===== config.mk =====
export PLATFORM = sky130hd
export DESIGN_NAME = network_trigger_controller
export DESIGN_NICKNAME = d
export VERILOG_FILES = /design/src/rtl/network_trigger_controller_pkg.sv /design/src/rtl/network_trigger_controller_sat_counter.sv /design/src/rtl/network_trigger_controller.sv
export SDC_FILE = /design/constraint.sdc
export NUM_CORES = 1
export LEC_CHECK = 0
export CAP_MARGIN = 5
export CORE_UTILIZATION = 44
export DETAILED_ROUTE_END_ITERATION = 16
export PLACE_DENSITY = 0.74
export SYNTH_ARGS = -nofsm -noshare
export SYNTH_HDL_FRONTEND = slang
export SYNTH_SLANG_ARGS = --single-unit

===== constraint.sdc =====
create_clock -name ap_clk -period 2.2 [get_ports ap_clk]
set_input_delay 0.44 -clock ap_clk [delete_from_list [all_inputs] [get_ports ap_clk]]
set_output_delay 0.44 -clock ap_clk [all_outputs]
set_load 0.02 [all_outputs]

===== src/rtl/network_trigger_controller_pkg.sv =====
// Shared definitions for the network trigger controller: sequencer state encoding.
package network_trigger_controller_pkg;

    typedef logic [1:0] net_state_t;

    localparam net_state_t NET_IDLE  = 2'd0;
    localparam net_state_t NET_START = 2'd1;
    localparam net_state_t NET_RUN   = 2'd2;
    localparam net_state_t NET_DONE  = 2'd3;

endpackage


===== src/rtl/network_trigger_controller_sat_counter.sv =====
// Saturating up-counter with synchronous clear; used for the run statistics.
module sat_counter #(
    parameter int unsigned W = 32
) (
    input  logic         ap_clk,
    input  logic         ap_rst,
    input  logic         clear,
    input  logic         inc,
    output logic [W-1:0] value
);

    always_ff @(posedge ap_clk) begin
        if (ap_rst || clear) begin
            value <= '0;
        end else if (inc && (value != '1)) begin
            value <= value + W'(1);
        end
    end

endmodule


===== src/rtl/network_trigger_controller.sv =====
// Network-level sequencer: broadcasts start to all triggers, aggregates their
// sleep/sync/waited flags, detects quiescence and keeps run statistics.
module network_trigger_controller
    import network_trigger_controller_pkg::*;
#(
    parameter int unsigned NUM_TRIGGERS   = 4,
    parameter int unsigned CNT_W          = 32,
    parameter int unsigned TIMEOUT_CYCLES = 0
) (
    input  logic                    ap_clk,
    input  logic                    ap_rst,
    input  logic                    ap_start,
    output logic                    ap_done,
    output logic                    ap_idle,
    output logic                    ap_ready,
    output logic                    trig_start,
    input  logic [NUM_TRIGGERS-1:0] trig_idle,
    input  logic [NUM_TRIGGERS-1:0] trig_sleep,
    input  logic [NUM_TRIGGERS-1:0] trig_sync_sleep,
    input  logic [NUM_TRIGGERS-1:0] trig_waited,
    output logic                    all_sleep,
    output logic                    all_sync_sleep,
    output logic                    all_waited,
    output logic [CNT_W-1:0]        run_cycles,
    output logic [CNT_W-1:0]        sync_rounds,
    output logic                    timeout
);

    net_state_t state;
    net_state_t state_next;
    logic       in_run;
    logic       idle_all;
    logic       run_guard;
    logic       sleep_d;
    logic       sync_sleep_d;
    logic       waited_d;
    logic       wd_hit;

    assign in_run       = (state == NET_RUN);
    assign idle_all     = &trig_idle;
    assign sleep_d      = in_run & (&trig_sleep);
    assign sync_sleep_d = in_run & (&trig_sync_sleep);
    assign waited_d     = in_run & (&trig_waited);

    assign wd_hit = (TIMEOUT_CYCLES != 0) && in_run &&
                    (run_cycles == CNT_W'(TIMEOUT_CYCLES - 1));

    assign trig_start = (state == NET_START);
    assign ap_idle    = (state == NET_IDLE);
    assign ap_done    = (state == NET_DONE);
    assign ap_ready   = ap_done;

    always_comb begin
        state_next = state;
        case (state)
            NET_IDLE:  if (ap_start && idle_all) state_next = NET_START;
            NET_START: state_next = NET_RUN;
            // run_guard masks the triggers' idle-exit latency on the first run cycle
            NET_RUN:   if (idle_all && run_guard) state_next = NET_DONE;
            NET_DONE:  state_next = NET_IDLE;
            default:   state_next = NET_IDLE;
        endcase
    end

    always_ff @(posedge ap_clk) begin
        if (ap_rst) begin
            state          <= NET_IDLE;
            run_guard      <= 1'b0;
            all_sleep      <= 1'b0;
            all_sync_sleep <= 1'b0;
            all_waited     <= 1'b0;
            timeout        <= 1'b0;
        end else begin
            state          <= state_next;
            run_guard      <= in_run;
            all_sleep      <= sleep_d;
            all_sync_sleep <= sync_sleep_d;
            all_waited     <= waited_d;
            if (state == NET_START) begin
                timeout <= 1'b0;
            end else if (wd_hit) begin
                timeout <= 1'b1;
            end
        end
    end

    sat_counter #(.W(CNT_W)) u_run_cnt (
        .ap_clk (ap_clk),
        .ap_rst (ap_rst),
        .clear  (state == NET_START),
        .inc    (in_run),
        .value  (run_cycles)
    );

    // counted on the edge where the aggregated sync flag rises
    sat_counter #(.W(CNT_W)) u_sync_cnt (
        .ap_clk (ap_clk),
        .ap_rst (ap_rst),
        .clear  (state == NET_START),
        .inc    (sync_sleep_d & ~all_sync_sleep),
        .value  (sync_rounds)
    );

endmodule


Word-level counts from Yosys, hierarchy flattened. Index checks and enable logic that the tools add are counted.

$add $sub $neg: 2. Equality and inequality tests: 7. Muxes and demuxes: 3. Bitwise operators: 5. Reduce and logical (&&, ||, !) cells: 11.

Operators with widths (number): 32-bit by 1-bit adder with 32-bit output (second input constant) (2); 32-bit != test (second input constant) (2); 4-bit AND reduction (4); 2-bit one-hot mux with 4 select lines (1); 1-bit bitwise AND (4); 2-bit equality test (second input constant) (2); 1-bit logical AND (4); 2-bit two-way mux (2); 2-bit by 1-bit != test with 1-bit output (second input constant) (2); 2-bit by 1-bit equality test with 1-bit output (second input constant) (1); 2-bit logical NOT (1); 2-bit AND reduction (1); 1-bit logical OR (1); 1-bit NOT (1).

Bits in registers: 70.

Depth between registers and ports, before layout.
Depth after elaboration: 4. Gate-level depth with buffers: 9. Gate-level depth less buffers: 7.

Modules after synthesis. From an unflattened synthesis, not the netlist that was laid out.

Cells, all modules: 413. Area total of the unflattened synthesis: 3677.3 µm².

By module, submodules not included: sat_counter (instances 2, cells each 189, area each 1681.6 µm², sequential area each 640.6 µm²); network_trigger_controller (instances 1, cells each 35, area each 314.1 µm², sequential area each 120.1 µm²).

Worst setup path before layout. OpenSTA, ideal clock, no wires.

Kind: reg2reg. Start: register u_sync_cnt.value[0]. End: register u_sync_cnt.value[28]. Setup time: 0.070 ns. Data arrival time: 2.182 ns. Data required time: 2.130 ns. Slack: -0.052 ns. Stages on the path, launching flop included: 8. Clock period less this slack: 2.252 ns. Cells stage by stage: dfxtp_1 ha_1 inv_1 or3_1 buf_2 or4_4 or3_1 a21oi_1.

Word-level cells in the longest chain between the ends: 2. Elaborated cells between the ends (all ways): 3. Those cells by class: 1 x add/sub; 1 x eq/ne; 1 x reduce/logical.

RTL lines: start, declared (line network_trigger_controller_sat_counter.sv:9) `output logic [W-1:0] value`; start signal, assigned (line network_trigger_controller_sat_counter.sv:16) `value <= value + W'(1);`; branches (longest 2 deep; another with 32-bit by 1-bit adder with 32-bit output).

Several ways; the timed one is not identified. A chain may end at the register's enable or synchronous reset.

Worst setup path after layout.
Start: register state[0]. End: register u_sync_cnt.value[25].

Word-level cells in the longest chain between the ends: 4. Elaborated cells between the ends (all ways): 6. Those cells by class: 2 x eq/ne; 2 x bitwise; 2 x reduce/logical.

RTL lines: start, declared (line network_trigger_controller.sv:29) `net_state_t state;`; start signal, assigned (line network_trigger_controller.sv:74) `state <= state_next;`; 2-bit equality test (line network_trigger_controller.sv:39) `assign in_run = (state == NET_RUN);`; net in_run (line network_trigger_controller.sv:31) `logic in_run;`; 1-bit bitwise AND (line network_trigger_controller.sv:42) `assign sync_sleep_d = in_run & (&trig_sync_sleep);`; 1-bit bitwise AND (line network_trigger_controller.sv:100) `.inc (sync_sleep_d & ~all_sync_sleep),`; 1-bit logical AND (line network_trigger_controller_sat_counter.sv:15) `end else if (inc && (value != '1)) begin`.

The timed path passes the listed nets, and every way through them passes these cells.

==> key figures <==
Status
  • Status: complete, no violations

Layout
  • Most common cell after layout, fill and taps aside: clkdlybuf4s50_1
  • Fin util: 0.678
  • Final instance area: approximately 0.0053 sq mm
  • Commonest cells after routing, fill and taps aside: 84 x clkdlybuf4s50_1, 66 x dfxtp_1, 66 x buf_4
  • Area of the multi-input gates: 0.00208 sq mm
  • Layout Nets: 609
  • Layout cells sized above 1: 0.179
  • Filler Cell Count: about 660
  • Synth-to-Final Area Change: 47.7%
  • ANT cells: 0
  • Storage cell area: 0.00141 sq mm

Clocking
  • Clk buf depth: 2
  • CTS tree: done
  • Clk Latency, worst-skew pair: around 0.34 ns
  • Number of H-tree levels: 3
  • CTS clk-pin slew, worst paths: roughly 0.070 ns
  • Inserted Clock Buffers: 9
  • Clk sink count: 70
  • Post-CTS Hold Buffers: 0
  • Root Buffer: clkbuf_8

Synth
  • Area of the mapped netlist: 0.00358 sq mm
  • Synthesized instance count: between 400 and 500
  • Mean Syn Cell Area: 8.24 sq um
  • Synth cell types: 49
  • Synth warnings: 0
  • EDFF count, synth: 0
  • Post-Syn Nets: 460
  • Asr flop ratio synth: 0
  • Ys flop type: dfxtp_1
  • Sequential share of the synthesized area: 0.391
  • Seq cells post-synth: 70

Route
  • Wirelength per Cell: approximately 15 um
  • 1st-iter DRT viols: 219
  • Drc violations: 0
  • Remaining antenna violation count after routing: 0
  • Via Count: slightly above 4000
  • Drt total wl: 10600 um
  • Drt via density: approximately 5.9
  • 1st-pass router iterations: 5

Global routing
  • First-pass GRT wire length: between 15000 and 20000 um
  • Gr usage total: 0.254
  • Grt ovf: 0
  • Initial antenna violation count: 0
  • Grt met3 use: 0.0439
  • GR Layer Usage met2: 0.428
  • Largest net degree at the start of global routing: 40
  • Met1 Use GR: 0.319
  • GRT Max-Usage Layer: met2
  • Vias in the first global route: roughly 3800

Worst hold path
  • HP Class: flop to flop
  • Worst Hold End: state[0]
  • Hold path start: state[0]
  • Hold path cells: 2

Critical path
  • R2R Path End: u_sync_cnt.value[25]
  • Worst-path cell chain: inv_4, ha_4, nand4_1, nor3b_2, buf_4, o31ai_4, buf_4, or4_1, a21oi_1
  • R2R depth: 9
  • R2R Path Start: state[0]
  • Critical Path AT: 2.44 ns
  • CP Class: flop to flop
  • Worst R2R Setup Slack: around 0.025 ns
  • CP required: ~2.5 ns
  • Largest stage delay, worst path: between 0.4 and 0.5 ns
  • Crit path max fanout: 7
  • Critical-path top delay cell: or4_1
  • Setup crit end kind: flop
  • Most used cell, CP: buf_4
  • Startpoint Class: flop

Power and ir drop
  • Leakage: ~0.0018 uW
  • VDD IR max: between 0.0003 and 0.0004 V
  • Final Total Pwr: between 2000 and 3000 uW
  • P_sw: ~770 uW
  • Flop pwr share: 0.466
  • Power share of the clock group: 0.367
  • Net Sw Frac: 0.276
  • Power Density: ~530 mW/mm^2
  • Logic gate share of total power: 0.166
  • Internal: about 2000 uW

STA
  • Final Cycle Share: 0.989
  • Fin. max-slew vios: 0
  • RSZ-0062 raised after global routing: yes
  • Final hold vios: 0
  • Final setup TNS: 0 ns
  • Final min period: roughly 2.2 ns
  • Clk_skew: ~0.013 ns
  • Max Clk Rate: 460 MHz
  • Final setup violation count: 0

Placement
  • Placed cell areas: a little under 0.005 sq mm
  • Gpl congestion: slightly above 0.9
  • HPWL Detailed: 7640 um
  • I/O Buffers: 89

Floorplan
  • Initial Util: 0.459
  • Die Span X: between 90 and 100 um
  • IO Pins: between 90 and 100
  • Core area: just under 0.008 sq mm
  • Core Rows: 32
  • DIE AREA: around 0.0085 sq mm
  • Die Height: 92.2 um

Run
  • Max-Cap Viols: 0
==> cells in the mapped netlist (all sizes together) (7+ instances only) <==
library cell / count / area (sq um)
nand2: 40 / 150
dfxtp: 70 / 1400
or4: 25 / 195
inv: 12 / 45.0
o31ai: 22 / 179
nor2: 22 / 82.6
a21oi: 48 / 240
or3: 26 / 163
buf: 8 / 50.1
clkbuf: 12 / 45.0
o21ai: 25 / 125
and4: 7 / 61.3
nand3: 26 / 130
nor4: 7 / 50.1
nand4: 20 / 138
==> cells by family after synthesis <==
group                    synth area share
AO/OA/AOI/OAI                       0.210
flip-flops                          0.391
XOR/XNOR                           0.0122
multiplexers                       0.0112
other                             0.00105
AND/OR/NAND/NOR                     0.315
adder cells (fa/ha/maj)            0.0209
buffers and inverters              0.0391
==> power by group through the flow <==
stage               Combinational (uW)  Sequential [uW]  Clock (uW)
floorplan                          247             1320           0
global placement                   450             1320           0
detailed placement                 458             1320           0
CTS                                462             1290        1040
global route                       502             1300        1090
finish                             463             1300        1020
==> metal layers <==
layer / vias up / part of all wire
li1: 1954 / -
met1: 1944 / 0.44
met2: 164 / 0.48
met3: 21 / 0.058
met4: 0 / 0.022
met5: - / 0
==> how the worst max path moves through the flow <==
stage | startpoint | to | slack (ns) | depth (start not counted)
floorplan | state[0] | u_sync_cnt.value[28] | 0.02 | 7
global placement | trig_sync_sleep[3] | u_sync_cnt.value[28] | -0.27 | 6
detailed placement | trig_sync_sleep[0] | u_sync_cnt.value[28] | -0.32 | 6
CTS | state[1] | trig_start | 0.0008 | 4
global route | state[0] | u_sync_cnt.value[25] | -0.08 | 9
finish | state[0] | u_sync_cnt.value[25] | 0.02 | 9
==> registers in the layout, summed over array words and instances (netlist names) <==
| signal | cells |
|---|---|
| state | 2 |
| u_run_cnt.value | 32 |
| u_sync_cnt.value | 32 |
| all_sync_sleep | 1 |
| all_sleep | 1 |
| all_waited | 1 |
| run_guard | 1 |
==> repair_timing <==
item	4_1_cts	5_1_grt
setup buffers	1	8
gates cloned	0	0
gates resized for setup	1	19
setup endpoints to repair	6	29
pin swaps	2	9
==> area by class of cell <==
| type | count | area share |
|---|---|---|
| tap | 102 | 0.0241 |
| clock buffer | 11 | 0.0267 |
| clock inverter | 4 | 0.00898 |
| sequential | 70 | 0.266 |
| timing repair buffer | 158 | 0.272 |
| inverter | 12 | 0.00898 |
| multi-input combinational | 333 | 0.393 |
==> metrics by stage <==
stage / std cells / hold slack, ns / setup slack, ns
3_5_place_dp: 666 / 0.491 / -0.325
5_1_grt: 690 / 0.525 / -0.0756
2_1_floorplan: 435 / 0.503 / 0.0196
4_1_cts: 682 / 0.508 / 0.000771
6_report: 690 / 0.507 / 0.0245
3_3_place_gp: 666 / 0.482 / -0.270
==> worst max-delay path: cells and delay by family (launching register included) <==
kind            cells  cell delay (ns)
buf+inv             3             0.42
fa+ha+maj           1             0.13
compound gates      2             0.27
simple gates        3             0.95
flops               1             0.34
Note: power is estimated with default switching activity, not from simulation.
